==> config.mk <==
export PLATFORM = sky130hd
export DESIGN_NAME = html_char_plotter
export DESIGN_NICKNAME = d
export VERILOG_FILES = /design/src/rtl/html_char_plotter.sv
export SDC_FILE = /design/constraint.sdc
export NUM_CORES = 1
export LEC_CHECK = 0
export CAP_MARGIN = 5
export CORE_UTILIZATION = 50
export CTS_BUF_LIST = sky130_fd_sc_hd__clkbuf_2 sky130_fd_sc_hd__clkbuf_4 sky130_fd_sc_hd__clkbuf_8
export DETAILED_ROUTE_END_ITERATION = 10
export PLACE_DENSITY_LB_ADDON = 0.15
export SYNTH_ARGS = -nofsm -noshare
export SYNTH_HDL_FRONTEND = slang
export SYNTH_SLANG_ARGS = --single-unit
export TNS_END_PERCENT = 10
==> constraint.sdc <==
create_clock -name CLOCK_50 -period 5.4 [get_ports CLOCK_50]
set_input_delay 0.81 -clock CLOCK_50 [delete_from_list [all_inputs] [get_ports CLOCK_50]]
set_output_delay 0.81 -clock CLOCK_50 [all_outputs]
set_load 0.1 [all_outputs]
==> src/rtl/html_char_plotter.sv <==
// Character-to-pixel renderer: takes one character per handshake, reads glyph rows
// from a synchronous font ROM and emits one pixel write per cycle at a text cursor.
module html_char_plotter #(
    parameter int X_W       = 9,
    parameter int Y_W       = 8,
    parameter int COLOR_W   = 3,
    parameter int CHAR_W    = 8,
    parameter int SCREEN_W  = 320,
    parameter int SCREEN_H  = 240,
    parameter int GLYPH_W   = 8,
    parameter int GLYPH_H   = 8,
    parameter int WRAP_MODE = 0
) (
    input  logic                                CLOCK_50,
    input  logic                                reset,
    input  logic [CHAR_W-1:0]                   char_in,
    input  logic                                char_valid,
    output logic                                char_ready,
    input  logic [COLOR_W-1:0]                  fg_colour,
    input  logic [COLOR_W-1:0]                  bg_colour,
    output logic [CHAR_W+$clog2(GLYPH_H)-1:0]   glyph_addr,
    input  logic [GLYPH_W-1:0]                  glyph_row,
    output logic [X_W-1:0]                      x,
    output logic [Y_W-1:0]                      y,
    output logic [COLOR_W-1:0]                  colour,
    output logic                                plot,
    output logic                                full
);

    localparam int ROW_W = $clog2(GLYPH_H);
    localparam int COL_W = $clog2(GLYPH_W);
    localparam logic [ROW_W-1:0]  LAST_ROW = ROW_W'(GLYPH_H - 1);
    localparam logic [COL_W-1:0]  LAST_COL = COL_W'(GLYPH_W - 1);
    localparam logic [CHAR_W-1:0] CODE_LF  = CHAR_W'(8'h0A);
    localparam logic [CHAR_W-1:0] CODE_CR  = CHAR_W'(8'h0D);
    localparam logic [CHAR_W-1:0] CODE_LO  = CHAR_W'(8'h20);
    localparam logic [CHAR_W-1:0] CODE_HI  = CHAR_W'(8'h7E);

    typedef enum logic [2:0] {IDLE, FETCH, LOAD, PLOT, FULL} state_t;

    state_t               state;
    state_t               next_state;
    logic [X_W-1:0]       cur_x;
    logic [Y_W-1:0]       cur_y;
    logic [X_W-1:0]       next_cur_x;
    logic [Y_W-1:0]       next_cur_y;
    logic [ROW_W-1:0]     row;
    logic [COL_W-1:0]     col;
    logic [CHAR_W-1:0]    ch;
    logic [COLOR_W-1:0]   fg;
    logic [COLOR_W-1:0]   bg;
    logic [GLYPH_W-1:0]   shift;
    logic [X_W-1:0]       last_x;
    logic [Y_W-1:0]       last_y;
    logic [COLOR_W-1:0]   last_colour;
    logic                 accept;
    logic                 printable;
    logic                 line_feed;
    logic                 wrap_x;
    logic                 y_overflow;
    logic [X_W-1:0]       pixel_x;
    logic [Y_W-1:0]       pixel_y;
    logic [COLOR_W-1:0]   pixel_colour;

    assign accept       = char_valid && char_ready;
    assign printable    = (char_in >= CODE_LO) && (char_in <= CODE_HI);
    assign wrap_x       = (int'(cur_x) + 2 * GLYPH_W) > SCREEN_W;
    assign y_overflow   = (int'(cur_y) + 2 * GLYPH_H) > SCREEN_H;
    assign pixel_x      = cur_x + X_W'(col);
    assign pixel_y      = cur_y + Y_W'(row);
    assign pixel_colour = shift[GLYPH_W-1] ? fg : bg;

    assign plot       = (state == PLOT);
    assign full       = (state == FULL);
    assign glyph_addr = {ch, row};
    assign x          = plot ? pixel_x : last_x;
    assign y          = plot ? pixel_y : last_y;
    assign colour     = plot ? pixel_colour : last_colour;

    always_comb begin
        next_state = state;
        next_cur_x = cur_x;
        next_cur_y = cur_y;
        line_feed  = 1'b0;
        case (state)
            IDLE: begin
                if (accept) begin
                    if (char_in == CODE_LF) begin
                        next_cur_x = '0;
                        line_feed  = 1'b1;
                    end else if (char_in == CODE_CR) begin
                        next_cur_x = '0;
                    end else if (printable) begin
                        next_state = FETCH;
                    end
                end
            end
            FETCH: next_state = LOAD;
            LOAD:  next_state = PLOT;
            PLOT: begin
                if (col == LAST_COL) begin
                    if (row != LAST_ROW) begin
                        next_state = FETCH;
                    end else begin
                        next_state = IDLE;
                        if (wrap_x) begin
                            next_cur_x = '0;
                            line_feed  = 1'b1;
                        end else begin
                            next_cur_x = cur_x + X_W'(GLYPH_W);
                        end
                    end
                end
            end
            FULL:    next_state = FULL;
            default: next_state = IDLE;
        endcase
        // A line feed that would push the next text line past the bottom either
        // wraps to the top or freezes the plotter, depending on WRAP_MODE.
        if (line_feed) begin
            if (y_overflow) begin
                if (WRAP_MODE != 0) begin
                    next_cur_y = '0;
                end else begin
                    next_state = FULL;
                end
            end else begin
                next_cur_y = cur_y + Y_W'(GLYPH_H);
            end
        end
    end

    always_ff @(posedge CLOCK_50) begin
        if (reset) begin
            state       <= IDLE;
            cur_x       <= '0;
            cur_y       <= '0;
            row         <= '0;
            col         <= '0;
            ch          <= '0;
            fg          <= '0;
            bg          <= '0;
            shift       <= '0;
            last_x      <= '0;
            last_y      <= '0;
            last_colour <= '0;
            char_ready  <= 1'b0;
        end else begin
            state      <= next_state;
            cur_x      <= next_cur_x;
            cur_y      <= next_cur_y;
            char_ready <= (next_state == IDLE) || (next_state == FULL);
            case (state)
                IDLE: begin
                    if (accept && printable) begin
                        ch  <= char_in;
                        fg  <= fg_colour;
                        bg  <= bg_colour;
                        row <= '0;
                    end
                end
                LOAD: begin
                    shift <= glyph_row;
                    col   <= '0;
                end
                PLOT: begin
                    shift       <= shift << 1;
                    col         <= col + 1'b1;
                    last_x      <= pixel_x;
                    last_y      <= pixel_y;
                    last_colour <= pixel_colour;
                    if (col == LAST_COL && row != LAST_ROW) begin
                        row <= row + 1'b1;
                    end
                end
                default: ;
            endcase
        end
    end

endmodule

==> summary.md <==
Clock skew on the completed layout was measured at 0.00515 ns. Setup total negative slack on the finished layout was measured at 0 ns. Library cell contributing the largest single delay on the critical path: sky130_fd_sc_hd__clkdlybuf4s50_1. The filler cell count in the final layout was 502. TritonCTS built the clock tree. The relative area change from synthesis to final layout is 25.5%.

The worst hold path cell count came out at 2. Remaining max-slew budget at the tightest pin: 28.1%. Setup violations remaining at the end of the flow were counted as 0. Across all register-to-register paths, the minimum setup slack is 2.65 ns. At the end of the flow, the number of nets in the layout was 429. The total wire length came out at 6600 um.

The startpoint of the most critical hold path was shift[0]. Number of global-route vias before repair: 2500. The clock reaches the later pin of the worst-skew pair after 0.33 ns. Of the available clock period, the critical path in the final layout requires 73.8%. Among all flip-flop cells after synthesis, the most frequent one is sky130_fd_sc_hd__dfxtp_1. After detailed routing, the number of vias per cell comes to 5.58. The clock slew at the register clock pins of the worst setup and hold paths is 0.06 ns.

The tools report the number of primary I/O pins as 59. The number of DRC markers in iteration 0 was 192; the number of diodes added for antenna fixing was 0. The total power divided by cell area was 257 nW/um2.

TritonCTS created 9 clock buffers. The cell depth of the worst flop-to-flop path is 6. For the pin with the worst max-slew slack, the measured transition is 1.07 ns. Port buffering added 58 buffers.

Along the worst path, the maximum fanout reaches 30. The tools report the max-cap check violation count as 0. In this run the remaining antenna-violating nets after routing total 0. The startpoint identified for the worst register-to-register timing path is state[0].

For this run the aggregate overflow at the end of global routing stands at 0. Entering global routing, the biggest net connects 51 pins. The number of pins with negative max-slew slack in the final report is 0. After floorplanning, the core was divided into 27 placement rows. After detailed routing, the average wire length per cell comes to 14.0 um.

The fraction of final layout cells sized beyond drive strength 1 is 10.0%, and the x dimension of the die is 78.5 um. The critical setup path kind is register to output port. The logs give 43.1% for the proportion of synthesized chip area in sequential cells and 1.77 ns for the worst slack at placement. In this run the critical register-to-register path is captured at cur_y[5].

Stage delay of the slowest cell on the critical path: 1.25 ns. The total clock sinks is 63. The hold buffer count at CTS is 0.

The run gives 4.59 ns as the critical path required time. The count of cells resized by post-cts repair is 0, and the number of antenna violations at the first check in global routing is 0. Synthesis inferred 63 register bits. After layout, the design draws a total of 944 uW.

For hold timing, the worst endpoint is shift[0]. The tree is rooted in a sky130_fd_sc_hd__clkbuf_8. For the wire length of the first global-routing pass, the log shows 11400 um. Endpoint type of the worst setup path: an output port.

The flow ran to the end, and the final reports show no timing, DRC or antenna violations. Walking the worst path, the cells encountered are nand3b_1, buf_4, inv_1, clkdlybuf4s50_1. After synthesis, the netlist uses 46 different library cells. Number of detailed-routing iterations run before antenna repair: 4.

The tools report the critical path launch point type as a register. Setup repair after global routing left no endpoint under its margin. Counting flops with an async set or reset pin after synthesis yields a share of 0%. After synthesis the cells add up to 2930 um2. The die is 78.5 um tall.

In this run the mean area of a mapped cell was 8.39 um2. The run gives 0 as the warning count from the yosys run. The critical path launch point was state[0]. In this run the number of H-tree levels came out at 3. Counting flops with a built-in enable in the synthesized netlist gives 0. The detailed router placed 2633 vias in this run. The run gives 0 as the final hold violation count. The run gives 52.5% as the initial core utilization.

After clock tree synthesis, the setup repair step added 0 buffers. The detailed-route DRC error count was 0. The tools report the floorplan core area as 5570 um2.

The run gives 3.17 ns as the endpoint arrival time on the critical path. Synthesized netlist net count: 382. The logs give 1560 um2 for the area of the multi-input gates and 349 for the synthesized netlist cell count. For this run, the top clock speed supported by timing is 0.251 GHz.

The congestion estimate from routability-driven global placement came to 0.792. The static leakage power was 0.00143 uW; the worst supply voltage drop on vdd was 0.000156 V. In this run the worst hold path is classified as register to register.

The final critical path time including I/O delays and setup came out at 3.98 ns. The detailed placement HPWL was 4580 um. Across every metal layer, demand over resource in global routing totals 23.7%. The die area came out at 6170 um2. Across all setup checks in the final design, the least slack found is 1.42 ns.

The clock passes through at most 2 buffers. In the final layout, flip-flops and latches occupy 1260 um2.
## cells by family (layout without fill, tap and decap cells)
group | count (synthesis) | after routing | synth area share [%]
and+or+nand+nor | 144 | 144 | 25.0
AOI/OAI and AO/OA | 88 | 88 | 19.0
DFF | 63 | 63 | 43.1
buffers and inverters | 30 | 81 | 3.89
muxes | 16 | 16 | 5.64
adders and majority gates | 8 | 8 | 3.42
## layer usage
metal  part of all wire [%]  up-vias  track usage, %
li1                       -     1342               -
met2                     49       55            40.7
met5                      0        -               0
met1                     46     1225            28.5
met3                    3.8       11            4.77
met4                    1.6        0            10.4
## synth_stat cells, types with 2 or more instances
library cell | number | area share [%]
sky130_fd_sc_hd__a211oi_1 | 12 | 3.1
sky130_fd_sc_hd__a21oi_1 | 30 | 5.1
sky130_fd_sc_hd__nor3b_1 | 2 | 0.51
sky130_fd_sc_hd__nor4_1 | 2 | 0.43
sky130_fd_sc_hd__a22oi_1 | 2 | 0.51
sky130_fd_sc_hd__nand2b_1 | 2 | 0.43
sky130_fd_sc_hd__and4_1 | 2 | 0.60
sky130_fd_sc_hd__a311oi_1 | 2 | 0.60
sky130_fd_sc_hd__nand3b_1 | 5 | 1.3
sky130_fd_sc_hd__and3_1 | 4 | 0.85
sky130_fd_sc_hd__nor2b_1 | 4 | 0.85
sky130_fd_sc_hd__o21a_1 | 2 | 0.51
sky130_fd_sc_hd__and2_1 | 16 | 3.4
sky130_fd_sc_hd__ha_1 | 8 | 3.4
sky130_fd_sc_hd__buf_1 | 2 | 0.26
sky130_fd_sc_hd__nor2_1 | 19 | 2.4
sky130_fd_sc_hd__mux2_1 | 3 | 1.2
sky130_fd_sc_hd__nand4_1 | 3 | 0.64
sky130_fd_sc_hd__o21ai_0 | 22 | 3.8
sky130_fd_sc_hd__mux2i_1 | 12 | 4.1
sky130_fd_sc_hd__nand3_1 | 17 | 2.9
sky130_fd_sc_hd__a311o_1 | 2 | 0.68
sky130_fd_sc_hd__a31o_2 | 2 | 0.60
sky130_fd_sc_hd__dfxtp_1 | 63 | 43
sky130_fd_sc_hd__nand2_1 | 58 | 7.4
sky130_fd_sc_hd__o211a_1 | 2 | 0.68
sky130_fd_sc_hd__o211ai_1 | 7 | 1.8
sky130_fd_sc_hd__inv_1 | 6 | 0.77
sky130_fd_sc_hd__clkbuf_1 | 21 | 2.7
## registers in the layout (all words and copies together) (netlist names), 3 cells and up
| name | cells |
|---|---|
| cur_x | 6 |
| last_x | 9 |
| last_y | 8 |
| shift | 8 |
| col | 3 |
| row | 3 |
| last_colour | 3 |
| cur_y | 5 |
| fg | 3 |
| ch | 8 |
| bg | 3 |
| state | 3 |
## worst max-delay path by stage
| stage | end |
|---|---|
| detailed placement | plot |
| floorplan | colour[0] |
| finish | plot |
| global route | plot |
| global placement | plot |
| CTS | plot |
## where the power goes
| part | switching [uW] | internal (uW) |
|---|---|---|
| clock network | 172 | 200 |
| logic | 54.5 | 36.3 |
| registers | 7.80 | 474 |
## layout make-up
class	count	area share (%)
Tap cell	72	2.45
Inverter	6	0.612
Timing Repair Buffer	60	15.2
Multi-Input combinational cell	256	42.4
Sequential cell	63	34.3
Clock inverter	3	0.476
Clock buffer	12	4.49
## through the flow
step                hold WS, ns  util (%)  cells  area (um2)
floorplan                 0.432         -    349        2930
finish                    0.456      66.0    472        3680
CTS                       0.462      66.0    472        3680
global placement          0.441      62.7    457        3490
detailed placement        0.453      62.7    457        3490
global route              0.484      66.0    472        3680
## layout by cell type, fill, tap and decap left out, types with 12 or more instances in the layout
cell / netlist / layout
sky130_fd_sc_hd__nor2_1: 19 / 19
sky130_fd_sc_hd__clkdlybuf4s50_1: 0 / 44
sky130_fd_sc_hd__a211oi_1: 12 / 12
sky130_fd_sc_hd__mux2i_1: 12 / 12
sky130_fd_sc_hd__nand3_1: 17 / 17
sky130_fd_sc_hd__nand2_1: 58 / 58
sky130_fd_sc_hd__buf_4: 0 / 16
sky130_fd_sc_hd__dfxtp_1: 63 / 63
sky130_fd_sc_hd__o21ai_0: 22 / 22
sky130_fd_sc_hd__clkbuf_8: 0 / 12
sky130_fd_sc_hd__and2_1: 16 / 16
sky130_fd_sc_hd__a21oi_1: 30 / 30
## worst max-delay path: cells and delay by family, from the launching register on
family,cells,cell delay [ns]
buffers and inverters,3,2.03
flip-flops,1,0.67
AND/OR/NAND/NOR,1,0.13
Power figures use the tool's default switching activity.
